==> config.mk <==
export PLATFORM = sky130hd
export DESIGN_NAME = tvp_sync_conditioner
export DESIGN_NICKNAME = d
export VERILOG_FILES = /design/src/rtl/tvp_sync_conditioner.sv
export SDC_FILE = /design/constraint.sdc
export NUM_CORES = 1
export LEC_CHECK = 0
export ABC_AREA = 1
export BUFFER_PORTS_ARGS = -buffer_cell sky130_fd_sc_hd__buf_2
export CAP_MARGIN = 10
export CORE_MARGIN = 8
export CORE_UTILIZATION = 38
export DETAILED_ROUTE_END_ITERATION = 7
export PLACE_DENSITY = 0.52
export SYNTH_ARGS = -nofsm -noshare
export SYNTH_HDL_FRONTEND = slang
export SYNTH_SLANG_ARGS = --single-unit
==> constraint.sdc <==
create_clock -name TVP_PCLK_i -period 2.5 [get_ports TVP_PCLK_i]
set_input_delay 0 -clock TVP_PCLK_i [delete_from_list [all_inputs] [get_ports TVP_PCLK_i]]
set_output_delay 0 -clock TVP_PCLK_i [all_outputs]
set_load 0.05 [all_outputs]
==> src/rtl/tvp_sync_conditioner.sv <==
// Per-channel conditioning of the raw TVP sync inputs: synchronize, polarity-correct,
// glitch-filter, edge strobes, high-pulse width measurement and activity/loss detection.
module tvp_sync_conditioner #(
    parameter int unsigned               NUM_CH      = 3,
    parameter int unsigned               SYNC_STAGES = 2,
    parameter int unsigned               FILT_W      = 4,
    parameter int unsigned               WIDTH_W     = 8,
    parameter int unsigned               TIMEOUT_W   = 20,
    parameter logic [TIMEOUT_W-1:0]      TIMEOUT     = 20'd270000
) (
    input  logic                         TVP_PCLK_i,
    input  logic                         po_reset_n,
    input  logic [NUM_CH-1:0]            sync_i,
    input  logic [NUM_CH-1:0]            invert_i,
    input  logic [FILT_W-1:0]            filt_len_i,
    output logic [NUM_CH-1:0]            sync_o,
    output logic [NUM_CH-1:0]            rise_o,
    output logic [NUM_CH-1:0]            fall_o,
    output logic [NUM_CH*WIDTH_W-1:0]    width_o,
    output logic [NUM_CH-1:0]            width_valid_o,
    output logic [NUM_CH-1:0]            active_o,
    output logic [NUM_CH-1:0]            lost_o
);

    localparam int unsigned SYNC_MSB = SYNC_STAGES - 1;

    for (genvar k = 0; k < NUM_CH; k++) begin : g_ch
        logic [SYNC_STAGES-1:0] sync_q;
        logic [FILT_W-1:0]      fcnt_q;
        logic                   filt_q;
        logic                   rise_q;
        logic                   fall_q;
        logic [WIDTH_W-1:0]     wcnt_q;
        logic [WIDTH_W-1:0]     width_q;
        logic                   wvalid_q;
        logic [TIMEOUT_W-1:0]   tcnt_q;
        logic                   active_q;
        logic                   lost_q;
        logic                   s_c;
        logic                   mismatch_c;
        logic                   commit_c;

        // Metastability chain on the raw pin; stage 0 is the capture flop.
        always_ff @(posedge TVP_PCLK_i or negedge po_reset_n) begin
            if (!po_reset_n) begin
                sync_q <= '0;
            end else begin
                sync_q <= {sync_q[SYNC_STAGES-2:0], sync_i[k]};
            end
        end

        // Polarity is applied after synchronization, so a toggle of invert_i is filtered like a pin edge.
        assign s_c        = sync_q[SYNC_MSB] ^ invert_i[k];
        assign mismatch_c = (s_c != filt_q);
        assign commit_c   = mismatch_c && (fcnt_q >= filt_len_i);

        // Glitch filter: new level must persist filt_len_i+1 cycles before it is committed.
        always_ff @(posedge TVP_PCLK_i or negedge po_reset_n) begin
            if (!po_reset_n) begin
                filt_q <= 1'b0;
                fcnt_q <= '0;
                rise_q <= 1'b0;
                fall_q <= 1'b0;
            end else begin
                rise_q <= commit_c &  s_c;
                fall_q <= commit_c & ~s_c;
                if (!mismatch_c) begin
                    fcnt_q <= '0;
                end else if (commit_c) begin
                    filt_q <= s_c;
                    fcnt_q <= '0;
                end else begin
                    fcnt_q <= fcnt_q + FILT_W'(1);
                end
            end
        end

        // High-pulse width: count cycles with filtered sync high, publish on the fall.
        always_ff @(posedge TVP_PCLK_i or negedge po_reset_n) begin
            if (!po_reset_n) begin
                wcnt_q   <= '0;
                width_q  <= '0;
                wvalid_q <= 1'b0;
            end else begin
                wvalid_q <= 1'b0;
                if (commit_c && s_c) begin
                    wcnt_q <= WIDTH_W'(1);
                end else if (commit_c && !s_c) begin
                    width_q  <= wcnt_q;
                    wvalid_q <= 1'b1;
                end else if (filt_q && (wcnt_q != '1)) begin
                    wcnt_q <= wcnt_q + WIDTH_W'(1);
                end
            end
        end

        // Activity watchdog; an edge coinciding with the timeout keeps the channel active.
        always_ff @(posedge TVP_PCLK_i or negedge po_reset_n) begin
            if (!po_reset_n) begin
                tcnt_q   <= TIMEOUT;
                active_q <= 1'b0;
                lost_q   <= 1'b0;
            end else begin
                lost_q <= 1'b0;
                if (commit_c) begin
                    tcnt_q   <= '0;
                    active_q <= 1'b1;
                end else begin
                    if (tcnt_q != TIMEOUT) begin
                        tcnt_q <= tcnt_q + TIMEOUT_W'(1);
                    end
                    if ((tcnt_q == TIMEOUT) && active_q) begin
                        active_q <= 1'b0;
                        lost_q   <= 1'b1;
                    end
                end
            end
        end

        assign sync_o[k]                      = filt_q;
        assign rise_o[k]                      = rise_q;
        assign fall_o[k]                      = fall_q;
        assign width_o[k*WIDTH_W +: WIDTH_W]  = width_q;
        assign width_valid_o[k]               = wvalid_q;
        assign active_o[k]                    = active_q;
        assign lost_o[k]                      = lost_q;
    end

endmodule

==> flow_summary_export.csv, run 1 <==
group,metric,value,unit
place,post_dp_cell_area,0.007921,mm^2
synthesis,synth_top_family_by_area,"simple AND/OR/NAND/NOR gates",
layout,n_antenna_cell,0,
setup_path,critPathLaunchType,"flip-flop",
synthesis,synth.most_common_cell,"nand2_1",
synthesis,netlist_area,0.007513,mm^2
grt,grt_overflow_total,0,
routing,vias,5957,
timing,finalClockSkew,0.009222,ns
synthesis,synth_top_area_share,38.97,%
synthesis,postSynthCellCount,935,
synthesis,synth-compound-area-share,4.130,%
timing,tightest_slew,0.5378,ns
synthesis,synth_edf_count,0,
worst_hold_path,whs_path_depth,5,
layout,drive_gt1_share,14.44,%
grt,top_usage_layer,"met2",
place,portBuffers,53,
floorplanning,die_w,156.6,um
grt,grt_pass1_vias,5754,
synthesis,synthXorXnorAreaFrac,3.264,%
setup_path,timing_worst_setup_path_type,"reg2reg",
routing,antenna_left,0,
power_and_ir_drop,vdd_drop_max,538.6,uV
grt,use_met3,3.199,%
synthesis,yosys-top-cells-count,"232 x nand2_1, 118 x nand3_1, 117 x dfrtp_1, 112 x nor2_1, 105 x inv_1",
grt,gr-usage-all-layers,14.09,%
clock_network,cts_buffers,17,
place,dpl_worst_slack,0.5011,ns
layout,fillCellCount,1934,
setup_path,critPathMaxStageDelay,0.40,ns
setup_path,cp_common_cell,"nand3_1",
clock_network,path_clk_slew,0.06,ns
power_and_ir_drop,p_leak,4.356,nW
floorplanning,ioPinCount,54,
setup_path,reg2reg_slack,0.51,ns
grt,antenna_found_initial,0,
synthesis,yosysSeqAreaShare,47.36,%
synthesis,yosys.area_share.simple,32.42,%
worst_hold_path,hold_path_class,"in2reg",
routing,avgViaCountPerCell,4.720,
timing,setup_viol,0,
clock_network,hold_buffers,4,
clock_network,root_buffer,"clkbuf_16",
clock_network,postCtsSetupRepairBufs,0,
synthesis,synth.avg_cell_area,8.036,um^2
clock_network,cts.path.max_buffers,2,
timing,post-route-period-util,79.57,%
timing,worst_slack,0.5107,ns
floorplanning,dieArea,0.02453,mm^2
layout,layout.cells.non_filler,1262,
synthesis,synthAdderAreaFrac,3.997,%
floorplanning,core.rowCount,51,
flow_run,maxCapViolCount,0,
setup_path,worstPathCellList,"ha_1, a21oi_1, nand3_1, nand2_2, buf_4, nand2_4, nand3_1, nand2_1",
setup_path,crit_fanout,20,
clock_network,cts_tree,"done",
timing,tns,0,ns
timing,rsz0062_at_grt,"no",
synthesis,synthFlopType,"dfrtp_1",
synthesis,yosys-mux-area-fraction,0,%
routing,wire_per_inst,12.78,um
place,placed_cells,1226,
clock_network,h-tree-depth,4,
grt,use_met1,19.81,%
setup_path,worstReg2RegEnd,"g_ch[2].wcnt_q[0]",
layout,final_util,44.04,%
routing,drtIter0Drc,289,
synthesis,synth_top_cell_by_area,"dfrtp_1",
clock_network,cts_sinks,141,
routing,routed_wirelength,16130,um
grt,grt_pass1_wl,28260,um
timing,fin_crit,1.989,ns
power_and_ir_drop,power,8.989,mW
floorplanning,core,0.01946,mm^2
routing,drc,0,
synthesis,synth.distinct_cells,34,
setup_path,endpoint_kind,"flip-flop",
timing,worst_hold_slack,0.04955,ns
timing,final_max_slew_viol_count,0,
setup_path,timing.rr.start,"g_ch[2].fcnt_q[3]",
timing,clock.fmax,502.7,MHz
synthesis,synthArstFlopShare,100.0,%
synthesis,ys_ff_latch,141,
setup_path,crit_path_top_delay_cell,"dfrtp_1",
routing,first_pass_iters,6,
worst_hold_path,min-delay-start,"invert_i[1]",
clock_network,clock_latency,0.42,ns
layout,fin_area,0.008572,mm^2
synthesis,synthTopCellsByArea,"dfrtp_1 39%, nand2_1 12%, dfstp_2 8.4%",
floorplanning,die_h,156.6,um
setup_path,crit_buf_inv,1,
setup_path,required,2.80,ns
outcome,status,"finished clean",
setup_path,worst_r2r_path_depth,8,
setup_path,path_delay_family,"simple AND/OR/NAND/NOR gates",
place,place.gp.congestion,0.8127,
synthesis,syn_nets,971,
synthesis,synth_warnings,0,
layout,area_growth_syn_to_layout,14.09,%
place,place_hpwl,11510,um
worst_hold_path,min_to,"g_ch[1].width_q[1]",
grt,use_met2,21.03,%
timing,finalHoldViolCount,0,
grt,grt_max_degree,51,
setup_path,arrival,2.29,ns
clock_network,cts_resized,0,
layout,final_nets,1020,
power_and_ir_drop,pwr_density_cell,1049,mW/mm^2
timing,max-slew-margin-rel,64.02,%
floorplanning,start_util,38.60,%
## flip-flops by register name, summed over array words and instances, names as in the netlist
signal,flops
g_ch.fall_q,3
g_ch.active_q,3
g_ch.sync_q,6
g_ch.width_q,24
g_ch.fcnt_q,12
g_ch.rise_q,3
g_ch.filt_q,3
g_ch.tcnt_q,60
g_ch.wcnt_q,24
g_ch.lost_q,3
## metal layers
layer  share of wire [%]  vias to the layer above
met3                 4.1                       13
met1                  51                     2750
li1                    -                     3103
met2                  43                       91
met5                   0                        -
met4                 1.2                        0
## cells by family (layout without fill, tap and decap cells)
family	count (synthesis)	in the layout
simple gates	543	543
flops	141	141
buf+inv	140	202
compound gates	59	59
xor+xnor	28	28
fa+ha+maj	24	24
## cell usage in the layout (no fill, tap or decap), types with 3 or more instances in the layout
cell	Yosys	final
nand2_1	232	232
nand3_1	118	118
dfrtp_1	117	117
nor2_1	112	112
inv_1	105	105
buf_2	7	52
a21oi_1	27	27
xor2_1	24	24
ha_1	24	24
dfstp_2	24	24
nand4_1	23	23
nor3_1	23	23
o21ai_0	22	22
clkbuf_16	0	17
nand2_2	9	9
nand3b_1	6	6
nor2_2	5	5
xnor2_1	4	4
nand2_4	4	4
a31oi_1	4	4
inv_6	0	4
clkinv_4	0	4
dlygate4sd3_1	0	4
buf_4	20	4
o21bai_1	3	3
bufinv_16	0	3
## area by class of cell
type | count | area, um^2 | share of cell area, %
flip-flops and latches | 141 | 3558 | 41.51
clock inverters | 15 | 185.2 | 2.160
multi-input cells | 654 | 3292 | 38.40
repair buffers | 62 | 361.6 | 4.218
inverters | 108 | 417.9 | 4.875
clock buffers | 17 | 425.4 | 4.963
well taps | 265 | 331.6 | 3.868
## report_power, final
part           internal (mW)  switching, mW  total (mW)
registers               2.95          0.608        3.55
logic                  0.899           1.93        2.83
clock network           1.58           1.02        2.61
total                   5.43           3.56        8.99
## worst max path at each step
stage                            startpoint                  to  slack, ns  depth (start not counted)
after floorplan           g_ch[2].fcnt_q[3]   g_ch[2].wcnt_q[0]       0.91                          8
after global placement    g_ch[1].fcnt_q[3]  g_ch[1].width_q[0]       0.56                         10
after detailed placement  g_ch[2].fcnt_q[3]   g_ch[2].wcnt_q[5]       0.50                          8
after CTS                 g_ch[2].fcnt_q[3]   g_ch[2].wcnt_q[0]       0.48                          8
after global routing      g_ch[2].fcnt_q[3]   g_ch[2].wcnt_q[0]       0.29                          8
final                     g_ch[2].fcnt_q[3]   g_ch[2].wcnt_q[0]       0.51                          8
## worst reg2reg max path: cells and delay by family, from the launching register on
| kind | cells | cell delay [ns] |
|---|---|---|
| and+or+nand+nor | 5 | 0.74 |
| DFF | 1 | 0.40 |
| adders and majority gates | 1 | 0.31 |
| buffers and inverters | 1 | 0.27 |
| AOI/OAI and AO/OA | 1 | 0.16 |
No activity file was read; power rests on OpenSTA's default activity.
==> run 2, diff against run 1 <==
- clock period: 2.5 -> 2 ns (I/O delays scaled with it)
==> run 2 against run 1 <==
Worst setup slack lost 0.34 ns. Design area grew 0.74%. Die area is the same. Via count is essentially flat. Final cell count grew 0.71%. Worst hold slack gained 0.0089 ns. Register-to-register slack lost 0.34 ns. Combinational power grew 28%. Maximum frequency grew 8.6%. Global-route usage grew 0.052 points. Critical path type unchanged. Highest routed layer unchanged.
==> flow_summary_export.csv, run 2 (synthesis gave the netlist of run 1 again) <==
group,metric,value,unit
floorplanning,die_w,156.6,um
floorplanning,ioPinCount,54,
layout,largest-register,"g_ch.tcnt_q",
setup_path,crit_fanout,18,
worst_hold_path,min_to,"g_ch[1].width_q[5]",
routing,drtIter0Drc,285,
layout,n_antenna_cell,0,
layout,final_nets,1029,
grt,grt_pass1_vias,5826,
setup_path,arrival,2.15,ns
clock_network,h-tree-depth,4,
timing,finalHoldViolCount,0,
floorplanning,core.rowCount,51,
routing,drc,0,
floorplanning,start_util,38.60,%
worst_hold_path,min-delay-start,"invert_i[1]",
setup_path,worst_r2r_path_depth,10,
timing,setup_viol,0,
grt,gr-usage-all-layers,14.14,%
grt,grt_max_degree,62,
setup_path,reg2reg_slack,0.17,ns
timing,tns,0,ns
grt,grt_overflow_total,0,
timing,max-slew-margin-rel,61.38,%
clock_network,clock_latency,0.42,ns
timing,tightest_slew,0.5794,ns
grt,grt_pass1_wl,28200,um
setup_path,worstReg2RegEnd,"g_ch[1].width_q[3]",
layout,largest_reg_flops,60,
worst_hold_path,whs_path_depth,5,
power_and_ir_drop,pwr_density_cell,1292,mW/mm^2
routing,routed_wirelength,16030,um
clock_network,path_clk_slew,0.06,ns
setup_path,timing.rr.start,"g_ch[1].fcnt_q[3]",
outcome,status,"finished clean",
layout,layout_commonest_cell,"nand2_1",
clock_network,cts_buffers,17,
routing,first_pass_iters,5,
setup_path,crit_buf_inv,2,
timing,rsz0062_at_grt,"no",
setup_path,critPathLaunchType,"flip-flop",
layout,final_cell_mix,"232 x nand2_1, 118 x nand3_1, 117 x dfrtp_1",
routing,vias,5956,
routing,avgViaCountPerCell,4.686,
timing,clock.fmax,545.7,MHz
layout,largestRegisters,"g_ch.tcnt_q: 60 flops, g_ch.wcnt_q: 24 flops, g_ch.width_q: 24 flops",
routing,wire_per_inst,12.61,um
place,place_hpwl,11490,um
clock_network,cts.path.max_buffers,2,
setup_path,timing_worst_setup_path_type,"reg2reg",
setup_path,worstPathCellList,"ha_1, nand2_1, inv_1, nand3_1, nand3_1, nand2_8, inv_8, nand2_2, nand2_1, nand2_1",
power_and_ir_drop,vdd_drop_max,622.4,uV
floorplanning,core,0.01946,mm^2
setup_path,required,2.32,ns
power_and_ir_drop,p_leak,4.390,nW
layout,drive_gt1_share,15.01,%
timing,worst_hold_slack,0.05844,ns
setup_path,crit_path_top_delay_cell,"dfrtp_1",
setup_path,cp_common_cell,"nand2_1",
place,portBuffers,53,
floorplanning,die_h,156.6,um
timing,fin_crit,1.833,ns
timing,final_max_slew_viol_count,0,
grt,antenna_found_initial,0,
timing,post-route-period-util,91.63,%
setup_path,path_delay_family,"simple AND/OR/NAND/NOR gates",
clock_network,cts_tree,"done",
clock_network,root_buffer,"clkbuf_16",
timing,finalClockSkew,0.009062,ns
worst_hold_path,hold_path_class,"in2reg",
setup_path,critPathMaxStageDelay,0.39,ns
setup_path,path_depth,10,
routing,antenna_left,0,
flow_run,maxCapViolCount,0,
place,place.gp.congestion,0.8235,
setup_path,endpoint_kind,"flip-flop",
layout,area_growth_syn_to_layout,14.94,%
clock_network,cts_sinks,141,
floorplanning,dieArea,0.02453,mm^2
## run 2: where the power goes
part	total, mW	leakage (nW)	switching, mW	internal, mW
Clock	3.09	0.273	1.25	1.84
Combinational	3.61	2.34	2.41	1.20
Sequential	4.46	1.78	0.775	3.68
Total	11.2	4.39	4.44	6.72
## run 2: worst max-delay path by stage
stage	from	end
after floorplan	g_ch[2].fcnt_q[3]	g_ch[2].wcnt_q[0]
after global placement	g_ch[1].fcnt_q[2]	g_ch[1].width_q[3]
after detailed placement	g_ch[1].fcnt_q[3]	g_ch[1].width_q[3]
after CTS	g_ch[1].fcnt_q[3]	g_ch[1].width_q[7]
after global routing	g_ch[1].fcnt_q[3]	g_ch[1].width_q[2]
final	g_ch[1].fcnt_q[3]	g_ch[1].width_q[3]
## run 2: what timing repair did
action / in CTS / in global routing
gates resized for setup: 0 / 1
setup endpoints to repair: 0 / 1
hold buffers: 4 / 0
setup buffers: 0 / 0
hold endpoints to repair: 62 / 0
## run 2: cell type report
type | instances | area (um^2)
multi-input cells | 654 | 3292
well taps | 265 | 331.6
repair buffers | 71 | 457.9
clock inverters | 13 | 145.1
inverters | 108 | 417.9
flip-flops and latches | 141 | 3558
clock buffers | 19 | 432.9
fillers | 1922 | 10830
## run 2: worst reg2reg max path, cell delays in order (launching register included)
cell and delay [ns]:
dfrtp_1 0.39, ha_1 0.29, nand2_1 0.06, inv_1 0.06, nand3_1 0.09, nand3_1 0.24
nand2_8 0.17, inv_8 0.14, nand2_2 0.15, nand2_1 0.10, nand2_1 0.05
## run 2: metrics by stage
stage	instance area, um^2	setup slack (ns)	utilization (%)	power, mW	instances
final	8636	0.1674	44.37	11.16	1271
after global routing	8636	0.02976	44.37	12.03	1271
after CTS	8632	0.1565	44.35	11.31	1271
after detailed placement	8014	0.1621	41.18	8.140	1235
after global placement	8014	0.2129	41.18	8.102	1235
after floorplan	7513	0.4058	-	7.217	935
## run 2: per-layer routing
metal | GRT usage, % | share of wire, %
met5 | 0 | 0
met4 | 4.989 | 1.6
met3 | 3.696 | 4.3
met2 | 21.54 | 43
met1 | 19.04 | 51
